File: src/rtl/photo_interrupt_ctrl_if.sv
// rtl/photo_interrupt_ctrl_if.sv - host/sensor signal bundle for photo_interrupt_ctrl
//
// Groups the sensor input, host controls and status outputs of the
// photo-interrupter controller. clk and rst are kept as plain ports.
//
// Signals:
//   enable        host -> ctrl  1 = detection active
//   sensor        pin  -> ctrl  raw asynchronous sensor, 1 = beam blocked
//   irq_ack       host -> ctrl  acknowledge of irq
//   cnt_clr       host -> ctrl  synchronous clear of count and overflow
//   led           ctrl -> host  status LED
//   beam_blocked  ctrl -> host  debounced sensor level
//   count         ctrl -> host  committed block events (saturating)
//   irq           ctrl -> host  level interrupt, held until acknowledged
//   overflow      ctrl -> host  sticky counter saturation flag
interface photo_interrupt_ctrl_if #(
  parameter int CNT_W = 16
);
  logic             enable;
  logic             sensor;
  logic             irq_ack;
  logic             cnt_clr;
  logic             led;
  logic             beam_blocked;
  logic [CNT_W-1:0] count;
  logic             irq;
  logic             overflow;

  modport master (
    output enable, sensor, irq_ack, cnt_clr,
    input  led, beam_blocked, count, irq, overflow
  );

  modport slave (
    input  enable, sensor, irq_ack, cnt_clr,
    output led, beam_blocked, count, irq, overflow
  );
endinterface

File: src/rtl/photo_interrupt_ctrl.sv
// rtl/photo_interrupt_ctrl.sv - photo-interrupter debounce, event counter, irq and LED driver
//
// Synchronizes and debounces the raw sensor line, counts committed beam-block
// events in a saturating counter with a sticky overflow flag, raises a level
// interrupt held until acknowledged, and drives a status LED.
//
// Build option macro: PHOTO_LED_STRETCH_EN
//   defined   - LED is held high for LED_HOLD_CYCLES after every event
//   undefined - no hold timer, led follows beam_blocked
//
// Ports:
//   clk  in   system clock
//   rst  in   asynchronous active-high reset
//   bus  photo_interrupt_ctrl_if.slave
//        in : enable, sensor, irq_ack, cnt_clr
//        out: led, beam_blocked, count, irq, overflow
module photo_interrupt_ctrl #(
  parameter int DEBOUNCE_CYCLES = 16,
  parameter int CNT_W           = 16,
  parameter int LED_HOLD_CYCLES = 1000
) (
  input  logic                 clk,
  input  logic                 rst,
  photo_interrupt_ctrl_if.slave bus
);

  localparam int              DB_W    = $clog2(DEBOUNCE_CYCLES) + 1;
  localparam logic [DB_W-1:0] DB_LAST = DB_W'(DEBOUNCE_CYCLES - 1);
  localparam logic [CNT_W-1:0] CNT_MAX = {CNT_W{1'b1}};

  if (DEBOUNCE_CYCLES < 2 || LED_HOLD_CYCLES < 1) begin : g_bad_params
    $error("photo_interrupt_ctrl: need DEBOUNCE_CYCLES >= 2 and LED_HOLD_CYCLES >= 1");
  end

  typedef enum logic [1:0] {
    CLEAR     = 2'd0,
    CHK_BLOCK = 2'd1,
    BLOCKED   = 2'd2,
    CHK_CLEAR = 2'd3
  } state_t;

  logic             sync1_q, sync2_q;
  logic             sensor_s;
  state_t           state_q, state_d;
  logic [DB_W-1:0]  db_q, db_d;
  logic             commit;
  logic             beam_q, beam_d;
  logic [CNT_W-1:0] count_q, count_d;
  logic             ovf_q, ovf_d;
  logic             irq_q, irq_d;

  assign sensor_s = sync2_q;

  // Debounce FSM: a level change is committed only after DEBOUNCE_CYCLES
  // consecutive identical synchronized samples.
  always_comb begin
    state_d = state_q;
    db_d    = db_q;
    commit  = 1'b0;
    if (!bus.enable) begin
      state_d = CLEAR;
      db_d    = '0;
    end else begin
      case (state_q)
        CLEAR: begin
          if (sensor_s) begin
            state_d = CHK_BLOCK;
            db_d    = DB_W'(1);
          end
        end
        CHK_BLOCK: begin
          if (!sensor_s) begin
            state_d = CLEAR;
          end else if (db_q == DB_LAST) begin
            state_d = BLOCKED;
            commit  = 1'b1;
          end else begin
            db_d = db_q + 1'b1;
          end
        end
        BLOCKED: begin
          if (!sensor_s) begin
            state_d = CHK_CLEAR;
            db_d    = DB_W'(1);
          end
        end
        CHK_CLEAR: begin
          // Returning to BLOCKED here is a bounce, not a new event.
          if (sensor_s) begin
            state_d = BLOCKED;
          end else if (db_q == DB_LAST) begin
            state_d = CLEAR;
          end else begin
            db_d = db_q + 1'b1;
          end
        end
        default: state_d = CLEAR;
      endcase
    end
  end

  always_comb begin
    beam_d  = (state_d == BLOCKED) || (state_d == CHK_CLEAR);
    count_d = count_q;
    ovf_d   = ovf_q;
    // Clear first so a coincident event lands on a freshly cleared counter.
    if (bus.cnt_clr) begin
      count_d = '0;
      ovf_d   = 1'b0;
    end
    if (commit) begin
      if (count_d == CNT_MAX) begin
        ovf_d = 1'b1;
      end else begin
        count_d = count_d + 1'b1;
      end
    end
    // A new event beats a coincident acknowledge.
    irq_d = irq_q;
    if (commit) begin
      irq_d = 1'b1;
    end else if (bus.irq_ack) begin
      irq_d = 1'b0;
    end
  end

  always_ff @(posedge clk or posedge rst) begin
    if (rst) begin
      sync1_q <= 1'b0;
      sync2_q <= 1'b0;
      state_q <= CLEAR;
      db_q    <= '0;
      beam_q  <= 1'b0;
      count_q <= '0;
      ovf_q   <= 1'b0;
      irq_q   <= 1'b0;
    end else begin
      sync1_q <= bus.sensor;
      sync2_q <= sync1_q;
      state_q <= state_d;
      db_q    <= db_d;
      beam_q  <= beam_d;
      count_q <= count_d;
      ovf_q   <= ovf_d;
      irq_q   <= irq_d;
    end
  end

  assign bus.beam_blocked = beam_q;
  assign bus.count        = count_q;
  assign bus.overflow     = ovf_q;
  assign bus.irq          = irq_q;

`ifdef PHOTO_LED_STRETCH_EN
  localparam int LT_W = $clog2(LED_HOLD_CYCLES + 1);

  logic [LT_W-1:0] led_tmr_q, led_tmr_d;

  // Keeps running while detection is disabled so a pending hold still expires.
  always_comb begin
    led_tmr_d = led_tmr_q;
    if (commit) begin
      led_tmr_d = LT_W'(LED_HOLD_CYCLES);
    end else if (led_tmr_q != '0) begin
      led_tmr_d = led_tmr_q - 1'b1;
    end
  end

  always_ff @(posedge clk or posedge rst) begin
    if (rst) begin
      led_tmr_q <= '0;
    end else begin
      led_tmr_q <= led_tmr_d;
    end
  end

  assign bus.led = beam_q | (led_tmr_q != '0);
`else
  assign bus.led = beam_q;
`endif

endmodule

File: src/flat_wrapper.sv
// flat-port wrapper written by rule: the top's interface ports become plain ports
module photo_interrupt_ctrl_flat 
#(
  parameter int DEBOUNCE_CYCLES = 16,
  parameter int CNT_W           = 16,
  parameter int LED_HOLD_CYCLES = 1000
)
  (clk, rst, bus_enable, bus_sensor, bus_irq_ack, bus_cnt_clr, bus_led, bus_beam_blocked, bus_count, bus_irq, bus_overflow);
  photo_interrupt_ctrl_if #(.CNT_W(CNT_W)) bus_i ();
  input  logic clk;
  input  logic rst;
  input wire logic [$bits(bus_i.enable)-1:0] bus_enable;
  input wire logic [$bits(bus_i.sensor)-1:0] bus_sensor;
  input wire logic [$bits(bus_i.irq_ack)-1:0] bus_irq_ack;
  input wire logic [$bits(bus_i.cnt_clr)-1:0] bus_cnt_clr;
  output wire logic [$bits(bus_i.led)-1:0] bus_led;
  output wire logic [$bits(bus_i.beam_blocked)-1:0] bus_beam_blocked;
  output wire logic [$bits(bus_i.count)-1:0] bus_count;
  output wire logic [$bits(bus_i.irq)-1:0] bus_irq;
  output wire logic [$bits(bus_i.overflow)-1:0] bus_overflow;
  assign bus_i.enable = bus_enable;
  assign bus_i.sensor = bus_sensor;
  assign bus_i.irq_ack = bus_irq_ack;
  assign bus_i.cnt_clr = bus_cnt_clr;
  assign bus_led = bus_i.led;
  assign bus_beam_blocked = bus_i.beam_blocked;
  assign bus_count = bus_i.count;
  assign bus_irq = bus_i.irq;
  assign bus_overflow = bus_i.overflow;
  photo_interrupt_ctrl #(.DEBOUNCE_CYCLES(DEBOUNCE_CYCLES), .CNT_W(CNT_W), .LED_HOLD_CYCLES(LED_HOLD_CYCLES)) u_core (.clk(clk), .rst(rst), .bus(bus_i));
endmodule
File: config.mk
export PLATFORM = sky130hd
export DESIGN_NAME = photo_interrupt_ctrl_flat
export DESIGN_NICKNAME = d
export VERILOG_FILES = /design/src/rtl/photo_interrupt_ctrl_if.sv /design/src/rtl/photo_interrupt_ctrl.sv /design/src/flat_wrapper.sv
export SDC_FILE = /design/constraint.sdc
export NUM_CORES = 1
export LEC_CHECK = 0
export BUFFER_PORTS_ARGS = -buffer_cell sky130_fd_sc_hd__buf_2
export CELL_PAD_IN_SITES_DETAIL_PLACEMENT = 0
export CELL_PAD_IN_SITES_GLOBAL_PLACEMENT = 1
export CORE_ASPECT_RATIO = 0.8
export CORE_MARGIN = 2
export CORE_UTILIZATION = 35
export DETAILED_ROUTE_END_ITERATION = 7
export MAX_ROUTING_LAYER = met4
export PLACE_DENSITY = 0.66
export SYNTH_ARGS = -nofsm -noshare
export SYNTH_HDL_FRONTEND = slang
export SYNTH_SLANG_ARGS = --single-unit
export TNS_END_PERCENT = 5
File: constraint.sdc
create_clock -name clk -period 2.64 [get_ports clk]
set_clock_uncertainty 0.2 [all_clocks]
set_input_delay 0.528 -clock clk [delete_from_list [all_inputs] [get_ports clk]]
set_output_delay 0.528 -clock clk [all_outputs]
set_load 0.005 [all_outputs]
==> results of run 1 <==
==> worst min-delay path: stages <==
cell and delay (ps):
buf_2 90, inv_1 40, buf_4 320
==> path summary, 6_finish.rpt <==
path                                        end  depth (start not counted)  slack [ps]      startpoint
max in group asynchronous  u_core.bus.count[11]                          3        1880             rst
min in group clk                 u_core.sync1_q                          1         140      bus_sensor
setup reg to reg            u_core.bus.count[7]                          7         140  u_core.db_q[1]
setup / recovery            u_core.bus.count[7]                          7         140  u_core.db_q[1]
hold / removal                  u_core.sensor_s                          3          90             rst
hold reg to reg                 u_core.sensor_s                          0         160  u_core.sync1_q
==> layout make-up <==
type                       instances  area share
inverter                           5     0.01054
sequential                        28      0.3935
clock buffer                       3     0.02319
tap                               57     0.04006
timing repair buffer              32     0.09979
clock inverter                     1     0.01687
multi-input combinational        109      0.4160
==> what timing repair did <==
| action | in CTS | in global routing |
|---|---|---|
| hold buffers | 0 | 0 |
| setup endpoints to repair | 0 | 1 |
| setup buffers | 0 | 1 |
==> layer usage <==
| layer | track usage | part of all wire | vias to the layer above |
|---|---|---|---|
| met5 | - | 0 | - |
| met4 | 0.02727 | 0.0040 | 0 |
| met3 | 0.03634 | 0.044 | 2 |
| met2 | 0.2357 | 0.49 | 34 |
| met1 | 0.1917 | 0.46 | 571 |
| li1 | - | - | 584 |
==> logic make-up (layout without fill, tap and decap cells) <==
group | Yosys count | after routing
adder cells (fa/ha/maj) | 3 | 3
AO/OA/AOI/OAI | 22 | 22
XOR/XNOR | 11 | 11
flip-flops | 28 | 28
AND/OR/NAND/NOR | 70 | 70
buffers and inverters | 10 | 41
multiplexers | 3 | 3
==> report_power, final <==
part	switching, W	total [W]	internal (W)
logic	0.0000227	0.0000361	0.0000134
registers	0.00000372	0.000436	0.000432
clock network	0.000141	0.000344	0.000203
==> flip-flops by register name, indices dropped and copies added, names as in the netlist <==
| register | cells |
|---|---|
| u_core.db_q | 5 |
| u_core.sensor_s | 1 |
| u_core.bus.beam_blocked | 1 |
| u_core.state_q | 2 |
| u_core.bus.count | 16 |
| u_core.bus.overflow | 1 |
| u_core.sync1_q | 1 |
| u_core.bus.irq | 1 |
==> stage by stage <==
step / power (W) / hold slack, ps / area, um^2 / utilization
2_1_floorplan: 0.0004671 / 131.2 / 1488 / -
3_3_place_gp: 0.0004796 / 137.7 / 1702 / 0.4125
3_5_place_dp: 0.0004801 / 137.9 / 1702 / 0.4125
4_1_cts: 0.0008231 / 100.8 / 1773 / 0.4298
5_1_grt: 0.0008465 / 116.4 / 1780 / 0.4316
6_report: 0.0008161 / 88.66 / 1780 / 0.4316
==> layout by cell type (no fill, tap or decap) <==
master	n
nor2_1	13
buf_2	25
a211oi_1	3
nor2b_1	9
xor2_1	3
nand2b_1	1
and4b_1	1
a21oi_1	7
nand4_1	2
dfrtp_1	28
o21a_1	1
nand3_1	11
ha_1	3
a21boi_0	4
and3_1	4
nand2_4	1
nor3b_1	1
clkbuf_8	3
nand4b_1	1
nand2_1	9
a2111oi_2	1
nor3_1	2
or2_1	1
and4_1	2
buf_4	7
nor4_1	4
a311oi_1	1
mux2_2	2
xnor2_1	8
nor4_4	2
inv_1	5
bufinv_16	1
and2_1	3
a31oi_1	2
o21ai_0	3
and4b_4	1
or4b_1	1
mux2_1	1
nand3b_1	1
==> results by group, run 1 <==
CTS
  • Post-cts repair resize count: 0
  • Worst skew pair latency: approximately 280 ps
  • Clock Pin Slew Worst Setup and Hold Paths: about 100 ps
  • TritonCTS clock tree: yes
  • Max clock buf depth: 2
  • CTS Buf Count: 3
  • Sink Count: 28
  • Clk root buf: clkbuf_8
  • # H-tree levels: 1

Floorplanning
  • Cell Rows: 21
  • Core footprint: 4125 um^2
  • Total die area: between 4000 and 5000 um^2
  • Die width: about 77 um
  • Die height: a little over 60 um
  • Total I/O pin count: 26
  • Starting Density: 0.3606

Drt
  • Iter 0 DRT Violations: 47
  • Detailed-route wire length per cell: 13.67 um
  • Final routed DRC violation total: 0
  • DR vias/cell: between 5 and 6
  • Drt total wl: approximately 3.2 mm
  • Vias after detailed routing: 1191
  • 1st-pass router iterations: 4
  • Post-DRT Antenna Nets: 0

Synthesis
  • Portion of netlist area occupied by mux cells: 0.02271
  • Compound-gate portion of the synthesized area: 0.09840
  • Most frequent cell after synthesis: dfrtp_1
  • Sequential fraction of the synthesis area: 0.4710
  • Cell variety after synth: 38
  • Asr flop ratio synth: 1.000
  • Largest family of logic cells by synthesized area: simple AND/OR/NAND/NOR gates
  • Top cells by count, synth: dfrtp_1 (28), nor2_1 (13), nand3_1 (11), nand2_1 (9), nor2b_1 (9)
  • Main synth FF type: dfrtp_1
  • Net Count, Synth: around 160
  • Mapped Cells: 147
  • Ys Warns: 0
  • Synth Cell Area: 1488 um^2
  • Yosys reg bits: 28
  • Post-synthesis simple-gate area fraction: 0.2868
  • Synth Area in XOR/XNOR: 0.06476
  • Syn avg cell area: approximately 10 um^2
  • Area leader, netlist: dfrtp_1
  • Number of synthesized flops with an enable pin: 0
  • Post-synthesis adder-cell area fraction: 0.02523
  • Synth area leaders: dfrtp_1 (47%), xnor2_1 (4.7%), nor2b_1 (3.8%)
  • Post-synth top area share: 0.4710

Power and ir drop
  • PwrDens: between 400 and 500 nW/um^2
  • Peak VDD IR: 0.2526 mV
  • Leak: 0.8535 nW

STA
  • Fin crit share: 0.9478
  • RSZ-0062 raised after global routing: false
  • Tightest Pin Transition: about 410 ps
  • Setup Total Neg Slack: 0 ps
  • Hold Violations, Final: 0
  • Setup violations, final: 0
  • Fin crit period: roughly 2500 ps
  • PnR worst setup slack: between 100 and 150 ps
  • Maximum clock rate: about 0.40 GHz
  • Slew margin rel.: 0.7270
  • Max Slew Vio Count: 0

Setup path
  • Crit. End Element: flip-flop
  • Delay-heaviest family, CP: simple AND/OR/NAND/NOR gates
  • CP bufs+invs: 0
  • Crit Path Max Fanout: 8
  • Worst path arrival time: 2470 ps
  • Critical path type: flip-flop to flip-flop
  • Worst stage delay on the critical path: around 550 ps
  • Crit path top cell by count: ha_1
  • Worst setup SP type: flip-flop
  • CP max-delay cell: or4b_1
  • Cell chain of the critical path: ha_1 -> and3_1 -> ha_1 -> and4b_4 -> nand2_4 -> or4b_1 -> mux2_1
  • Critical path required time: about 2600 ps

GRT
  • Largest net degree at the start of global routing: 29
  • Number of global-route vias before repair: 1168
  • Initial antenna violation count: 0
  • GRT overflow: 0
  • First-pass GRT wire length: 5.582 mm
  • GRT Util Overall: 0.1471

Hold path
  • Worst Hold Class: input port to asynchronous set/reset pin

Final layout
  • ANT cells: 0
  • Final net count: about 190
  • Non-filler cells, final: 235
  • Fill cells: 417
  • Layout cells sized above 1: 0.2416
  • Area growth syn-to-layout: 19.68%
  • Area of the multi-input gates: between 700 and 800 um^2
  • Storage element area: roughly 700 um^2

Placed design
  • DP Cell Count: 230
  • Pre-CTS WS: 106.2 ps
  • RePlAce Congestion: 0.7733
  • IO Port Bufs: 25
  • HPWL reported at the end of detailed placement: 2.449 mm

Run
  • Max-cap viol count: 0

Run status
  • Status: finished, final reports clean
Note: power is estimated with default switching activity, not from simulation.
==> inputs of run 2 (changes only) <==
--- a/config.mk
+++ b/config.mk
@@ -10,10 +10,11 @@
 export CELL_PAD_IN_SITES_GLOBAL_PLACEMENT = 1
 export CORE_ASPECT_RATIO = 0.8
 export CORE_MARGIN = 2
-export CORE_UTILIZATION = 35
+export CORE_UTILIZATION = 42
 export DETAILED_ROUTE_END_ITERATION = 7
 export MAX_ROUTING_LAYER = met4
-export PLACE_DENSITY = 0.66
+export PLACE_DENSITY = 0.77
+export REMOVE_ABC_BUFFERS = 1
 export SYNTH_ARGS = -nofsm -noshare
 export SYNTH_HDL_FRONTEND = slang
 export SYNTH_SLANG_ARGS = --single-unit
==> run 2 against run 1 <==
Compared with the run above:
- sequential power barely moved
- via count is the same
- first-iteration DRC count rose by 8.5%
- critical path type unchanged
- highest routed layer unchanged
- sequential share of layout area increased by 0.53 points
- register-to-register slack about the same
- power fell by 0.58%
- critical endpoint unchanged
- worst hold slack improved by 3.0 ps
==> results by group, run 2 (same netlist as run 1, synthesis figures left out) <==
Hold path
  • Worst Hold Class: input port to asynchronous set/reset pin

Drt
  • 1st-pass router iterations: 4 (unchanged)
  • Post-DRT Antenna Nets: 0 (unchanged)
  • Drt total wl: 3.104 mm (-3.4%)
  • Final routed DRC violation total: 0 (unchanged)
  • Detailed-route wire length per cell: 14.17 um (+3.7%)
  • Iter 0 DRT Violations: 51 (+8.5%)
  • Vias after detailed routing: 1191 (unchanged)
  • DR vias/cell: 5.438 (+7.3%)

Final layout
  • Fin area: 1757 um^2 (-1.3%)
  • Layout cells sized above 1: 0.2429 (+0.001365)
  • Final net count: 187 (-0.53%)
  • ANT cells: 0 (unchanged)
  • Commonest cells after routing, fill and taps aside: dfrtp_1 (28), buf_2 (25), nor2_1 (13)
  • Finished Core Util: 0.5132 (+0.08155)
  • Commonest non-fill, non-tap cell in the layout: dfrtp_1
  • Max FFs per register: 16 (unchanged)
  • Area growth syn-to-layout: 18.08%
  • Fill cells: 329 (-21%)
  • Non-filler cells, final: 219 (-6.8%)

Placed design
  • DP Cell Count: 215 (-6.5%)
  • RePlAce Congestion: 0.7619 (-1.5%)
  • Placed cell area: 1683 um^2 (-1.1%)
  • HPWL reported at the end of detailed placement: 2.210 mm (-9.8%)
  • IO Port Bufs: 25 (unchanged)

CTS
  • Clock Pin Slew Worst Setup and Hold Paths: 100 ps (about the same)
  • Sink Count: 28 (unchanged)
  • Post-cts repair resize count: 0 (unchanged)
  • Max clock buf depth: 2 (unchanged)
  • Hold Buf Count CTS: 0 (unchanged)
  • # H-tree levels: 1 (unchanged)
  • TritonCTS clock tree: yes
  • Setup Fix Bufs, Post-CTS: 0 (unchanged)
  • Clk root buf: clkbuf_8
  • CTS Buf Count: 3 (unchanged)
  • Worst skew pair latency: 280 ps (about the same)

Power and ir drop
  • Leak: 0.8457 nW (-0.91%)
  • PwrDens: 461.9 nW/um^2 (+0.76%)
  • Total Power: 0.0008114 W (-0.58%)
  • Peak VDD IR: 0.3275 mV (+30%)

Floorplanning
  • Total I/O pin count: 26 (unchanged)
  • Core footprint: 3423 um^2 (-17%)
  • Cell Rows: 19 (-9.5%)
  • Total die area: 4037 um^2 (-16%)
  • Die height: 57.23 um (-8.2%)
  • Starting Density: 0.4346 (+0.07395)
  • Die width: 70.54 um (-8.3%)

GRT
  • First-pass GRT wire length: 5.237 mm (-6.2%)
  • Initial antenna violation count: 0 (unchanged)
  • Largest net degree at the start of global routing: 29 (unchanged)
  • GRT overflow: 0 (unchanged)
  • GRT Util Overall: 0.1703 (+0.02320)
  • Number of global-route vias before repair: 1140 (-2.4%)

Setup path
  • Crit Path Max Fanout: 8 (unchanged)
  • Crit. End Element: flip-flop
  • Critical path type: flip-flop to flip-flop
  • Critical path required time: 2610 ps (about the same)
  • Worst stage delay on the critical path: 540 ps (about the same)
  • Cell chain of the critical path: ha_2 -> and3_1 -> ha_1 -> and4b_4 -> nand2_4 -> or4b_1 -> mux2_1
  • Worst path arrival time: 2480 ps (about the same)
  • Worst setup SP type: flip-flop
  • CP max-delay cell: or4b_1

STA
  • Tightest Pin Transition: 398.4 ps (-7.284 ps)
  • Max Slew Vio Count: 0 (unchanged)
  • RSZ-0062 raised after global routing: false
  • Fin crit period: 2510 ps (+7.344 ps)
  • Maximum clock rate: 0.3985 GHz (-0.29%)
  • Hold Violations, Final: 0 (unchanged)
  • Setup Total Neg Slack: 0 ps (unchanged)
  • Slew margin rel.: 0.7344 (+0.007351)
  • Setup violations, final: 0 (unchanged)
  • Fin crit share: 0.9506 (+0.002782)

Run
  • Max-cap viol count: 0 (unchanged)

Run status
  • Status: finished, final reports clean
-- run 2: cell types whose count changed in the layout (fill, tap and decap cells not counted), sizes merged --
cell and delta:
buf -1
-- run 2: layout make-up --
cell class / count / area, um^2 / share of cell area
timing repair buffer: 31 / 170.2 / 0.09687
multi-input combinational: 109 / 743.2 / 0.4231
tap: 42 / 52.55 / 0.02991
sequential: 28 / 700.7 / 0.3989
clock buffer: 3 / 41.29 / 0.02350
inverter: 5 / 18.77 / 0.01068
clock inverter: 1 / 30.03 / 0.01709
-- run 2: critical path, delay by kind of cell (launching register included) --
family,cells,cell delay (ps)
adder cells (fa/ha/maj),2,380
flip-flops,1,400
multiplexers,1,320
AND/OR/NAND/NOR,4,1100
-- run 2: final timing paths --
check,startpoint,end,slack [ps],cells past startpoint
worst min register to register,u_core.sync1_q,u_core.sensor_s,160,0
min in group clk,bus_sensor,u_core.sync1_q,150,1
worst min-delay path,rst,u_core.bus.count[11],90,3
worst max-delay path,u_core.db_q[0],u_core.bus.count[7],130,7
worst max register to register,u_core.db_q[0],u_core.bus.count[7],130,7
max in group asynchronous,rst,u_core.db_q[2],1890,3
-- run 2: power by group --
group	switching (W)	total, W	internal [W]
registers	0.00000432	0.000437	0.000432
logic	0.0000224	0.0000343	0.0000119
clock network	0.000137	0.000340	0.000203
-- run 2: per-stage QoR --
step	hold WS [ps]	worst slack, ps
6_report	91.61	130.4
5_1_grt	116.6	10.23
4_1_cts	99.03	116.2
3_5_place_dp	136.5	130.4
3_3_place_gp	136.6	146.7
2_1_floorplan	131.2	279.9
-- run 2: metal layers --
| layer | share of wire | track usage | routed length [um] |
|---|---|---|---|
| met1 | 0.48 | 0.2157 | 1480 |
| met2 | 0.48 | 0.2722 | 1484 |
| met3 | 0.031 | 0.04240 | 96 |
| met4 | 0.014 | 0.05391 | 42 |
| met5 | 0 | - | 0 |
==> inputs of run 3 (changes only) <==
--- a/config.mk
+++ b/config.mk
@@ -8,7 +8,7 @@
 export BUFFER_PORTS_ARGS = -buffer_cell sky130_fd_sc_hd__buf_2
 export CELL_PAD_IN_SITES_DETAIL_PLACEMENT = 0
 export CELL_PAD_IN_SITES_GLOBAL_PLACEMENT = 1
-export CORE_ASPECT_RATIO = 0.8
+export CORE_ASPECT_RATIO = 1.4
 export CORE_MARGIN = 2
 export CORE_UTILIZATION = 42
 export DETAILED_ROUTE_END_ITERATION = 7
==> run 3 against run 2 <==
Compared with the run above:
- utilization decreased by 0.58 points
- setup slack got worse by 6.4 ps
- maximum frequency decreased by 0.25%
- power decreased by 14%
- sequential share of layout area increased by 0.99 points
- final area decreased by 2.4%
- routed wire length decreased by 2.8%
- via count decreased by 1.6%
- clock-buffer cell count unchanged
- critical endpoint unchanged
==> results by group, run 3 (same netlist as run 1, synthesis figures left out) <==
Run status
  • Status: finished, final reports clean

STA
  • Setup Total Neg Slack: 0 ps (unchanged)
  • Fin crit share: 0.9530 (+0.002408)
  • Maximum clock rate: 0.3975 GHz (-0.25%)
  • Hold Violations, Final: 0 (unchanged)
  • Max Slew Vio Count: 0 (unchanged)
  • Fin crit period: 2516 ps (+6.356 ps)
  • Setup violations, final: 0 (unchanged)
  • Slew margin rel.: 0.7258 (-0.008578)
  • PnR worst setup slack: 124.0 ps (-6.356 ps)
  • Tightest Pin Transition: 407.5 ps (+9.108 ps)
  • RSZ-0062 raised after global routing: false

Floorplanning
  • Starting Density: 0.4404 (+0.005794)
  • Cell Rows: 25 (+6)
  • Total I/O pin count: 26 (unchanged)
  • Die width: 54.30 um (-23%)
  • Total die area: 4041 um^2 (about the same)
  • Die height: 74.42 um (+30%)
  • Core footprint: 3378 um^2 (-1.3%)

Setup path
  • Crit. End Element: flip-flop
  • Worst path arrival time: 2470 ps (about the same)
  • Critical path type: flip-flop to flip-flop
  • Critical path required time: 2590 ps (-20 ps)
  • Crit Path Max Fanout: 8 (unchanged)
  • Worst setup SP type: flip-flop

CTS
  • Worst skew pair latency: 270 ps (about the same)
  • Max clock buf depth: 2 (unchanged)
  • Hold Buf Count CTS: 0 (unchanged)
  • Clk root buf: clkbuf_8
  • CTS Buf Count: 3 (unchanged)
  • Setup Fix Bufs, Post-CTS: 0 (unchanged)
  • TritonCTS clock tree: yes
  • Sink Count: 28 (unchanged)
  • Post-cts repair resize count: 0 (unchanged)
  • Clock Pin Slew Worst Setup and Hold Paths: 90 ps (about the same)
  • # H-tree levels: 1 (unchanged)

Placed design
  • IO Port Bufs: 25 (unchanged)
  • HPWL reported at the end of detailed placement: 2.317 mm (+4.8%)
  • Pre-CTS WS: 122.2 ps (-8.219 ps)
  • RePlAce Congestion: 0.7822 (+2.7%)
  • Placed cell area: 1673 um^2 (-0.59%)
  • DP Cell Count: 212 (-1.4%)

Drt
  • Vias after detailed routing: 1172 (-1.6%)
  • Post-DRT Antenna Nets: 0 (unchanged)
  • Iter 0 DRT Violations: 17 (-67%)
  • Detailed-route wire length per cell: 14.04 um (-0.96%)
  • 1st-pass router iterations: 4 (unchanged)
  • DR vias/cell: 5.451 (+0.24%)
  • Final routed DRC violation total: 0 (unchanged)
  • Drt total wl: 3.018 mm (-2.8%)

Power and ir drop
  • Peak VDD IR: 0.2685 mV (-18%)
  • Leak: 0.8288 nW (-2.0%)
  • PwrDens: 405.8 nW/um^2 (-12%)
  • Total Power: 0.0006955 W (-14%)

Final layout
  • Area of the multi-input gates: 740.7 um^2 (-0.34%)
  • Commonest cells after routing, fill and taps aside: dfrtp_1 (28), buf_2 (25), nor2_1 (13)
  • Area growth syn-to-layout: 15.22%
  • Storage element area: 700.7 um^2 (unchanged)
  • Commonest non-fill, non-tap cell in the layout: dfrtp_1
  • Max FFs per register: 16 (unchanged)
  • Non-filler cells, final: 215 (-1.8%)
  • Final net count: 186 (-0.53%)
  • ANT cells: 0 (unchanged)
  • Fill cells: 333 (+1.2%)
  • Fin area: 1714 um^2 (-2.4%)
  • Layout cells sized above 1: 0.2286 (-0.01437)

Run
  • Max-cap viol count: 0 (unchanged)

GRT
  • First-pass GRT wire length: 5.257 mm (+0.38%)
  • Number of global-route vias before repair: 1190 (+4.4%)
  • GRT Util Overall: 0.1817 (+0.01135)
  • Largest net degree at the start of global routing: 29 (unchanged)
  • GRT overflow: 0 (unchanged)
  • Initial antenna violation count: 0 (unchanged)

Hold path
  • Worst Hold Class: input port to asynchronous set/reset pin
## run 3: cell count changes in the layout (fill, tap and decap cells not counted), sizes merged
cell    before  now
buf         31   30
bufinv       1    0
## run 3: final timing paths
kind | from | endpoint | slack [ps] | cells past startpoint
setup / recovery | u_core.db_q[0] | u_core.bus.count[7] | 120 | 7
hold / removal | rst | u_core.bus.count[1] | 100 | 3
setup reg to reg | u_core.db_q[0] | u_core.bus.count[7] | 120 | 7
hold reg to reg | u_core.sync1_q | u_core.sensor_s | 160 | 0
max in group asynchronous | rst | u_core.db_q[0] | 1870 | 3
min in group clk | u_core.sync1_q | u_core.sensor_s | 160 | 0
## run 3: worst max-delay path: stages, from the launching register on
cell     delay [ps]
dfrtp_1         400
ha_1            190
and3_1          170
ha_1            190
and4b_4         290
nand2_4         100
or4b_1          550
mux2_1          330
## run 3: stage by stage
| stage | util | hold WS (ps) |
|---|---|---|
| final | 0.5074 | 104.4 |
| after CTS | 0.5074 | 117.0 |
| after detailed placement | 0.4952 | 142.7 |
| after floorplan | - | 131.2 |
| after global placement | 0.4952 | 137.4 |
| after global routing | 0.5074 | 149.7 |
## run 3: cell type report
cell class,instances,share of cell area
Inverter,5,0.01095
Timing Repair Buffer,30,0.09489
Sequential cell,28,0.4088
Clock buffer,3,0.02409
Tap cell,40,0.02920
Multi-Input combinational cell,109,0.4321
## run 3: power by group
part           switching (W)  internal [W]
registers         0.00000422      0.000432
logic              0.0000218     0.0000119
clock network       0.000123      0.000102
total               0.000149      0.000547
## run 3: metal layers
metal	global-route usage	up-vias	part of all wire
met3	0.02410	2	0.027
met4	0.06667	0	0.0096
met1	0.2096	576	0.41
li1	-	578	-
met5	-	-	0
met2	0.3133	16	0.55
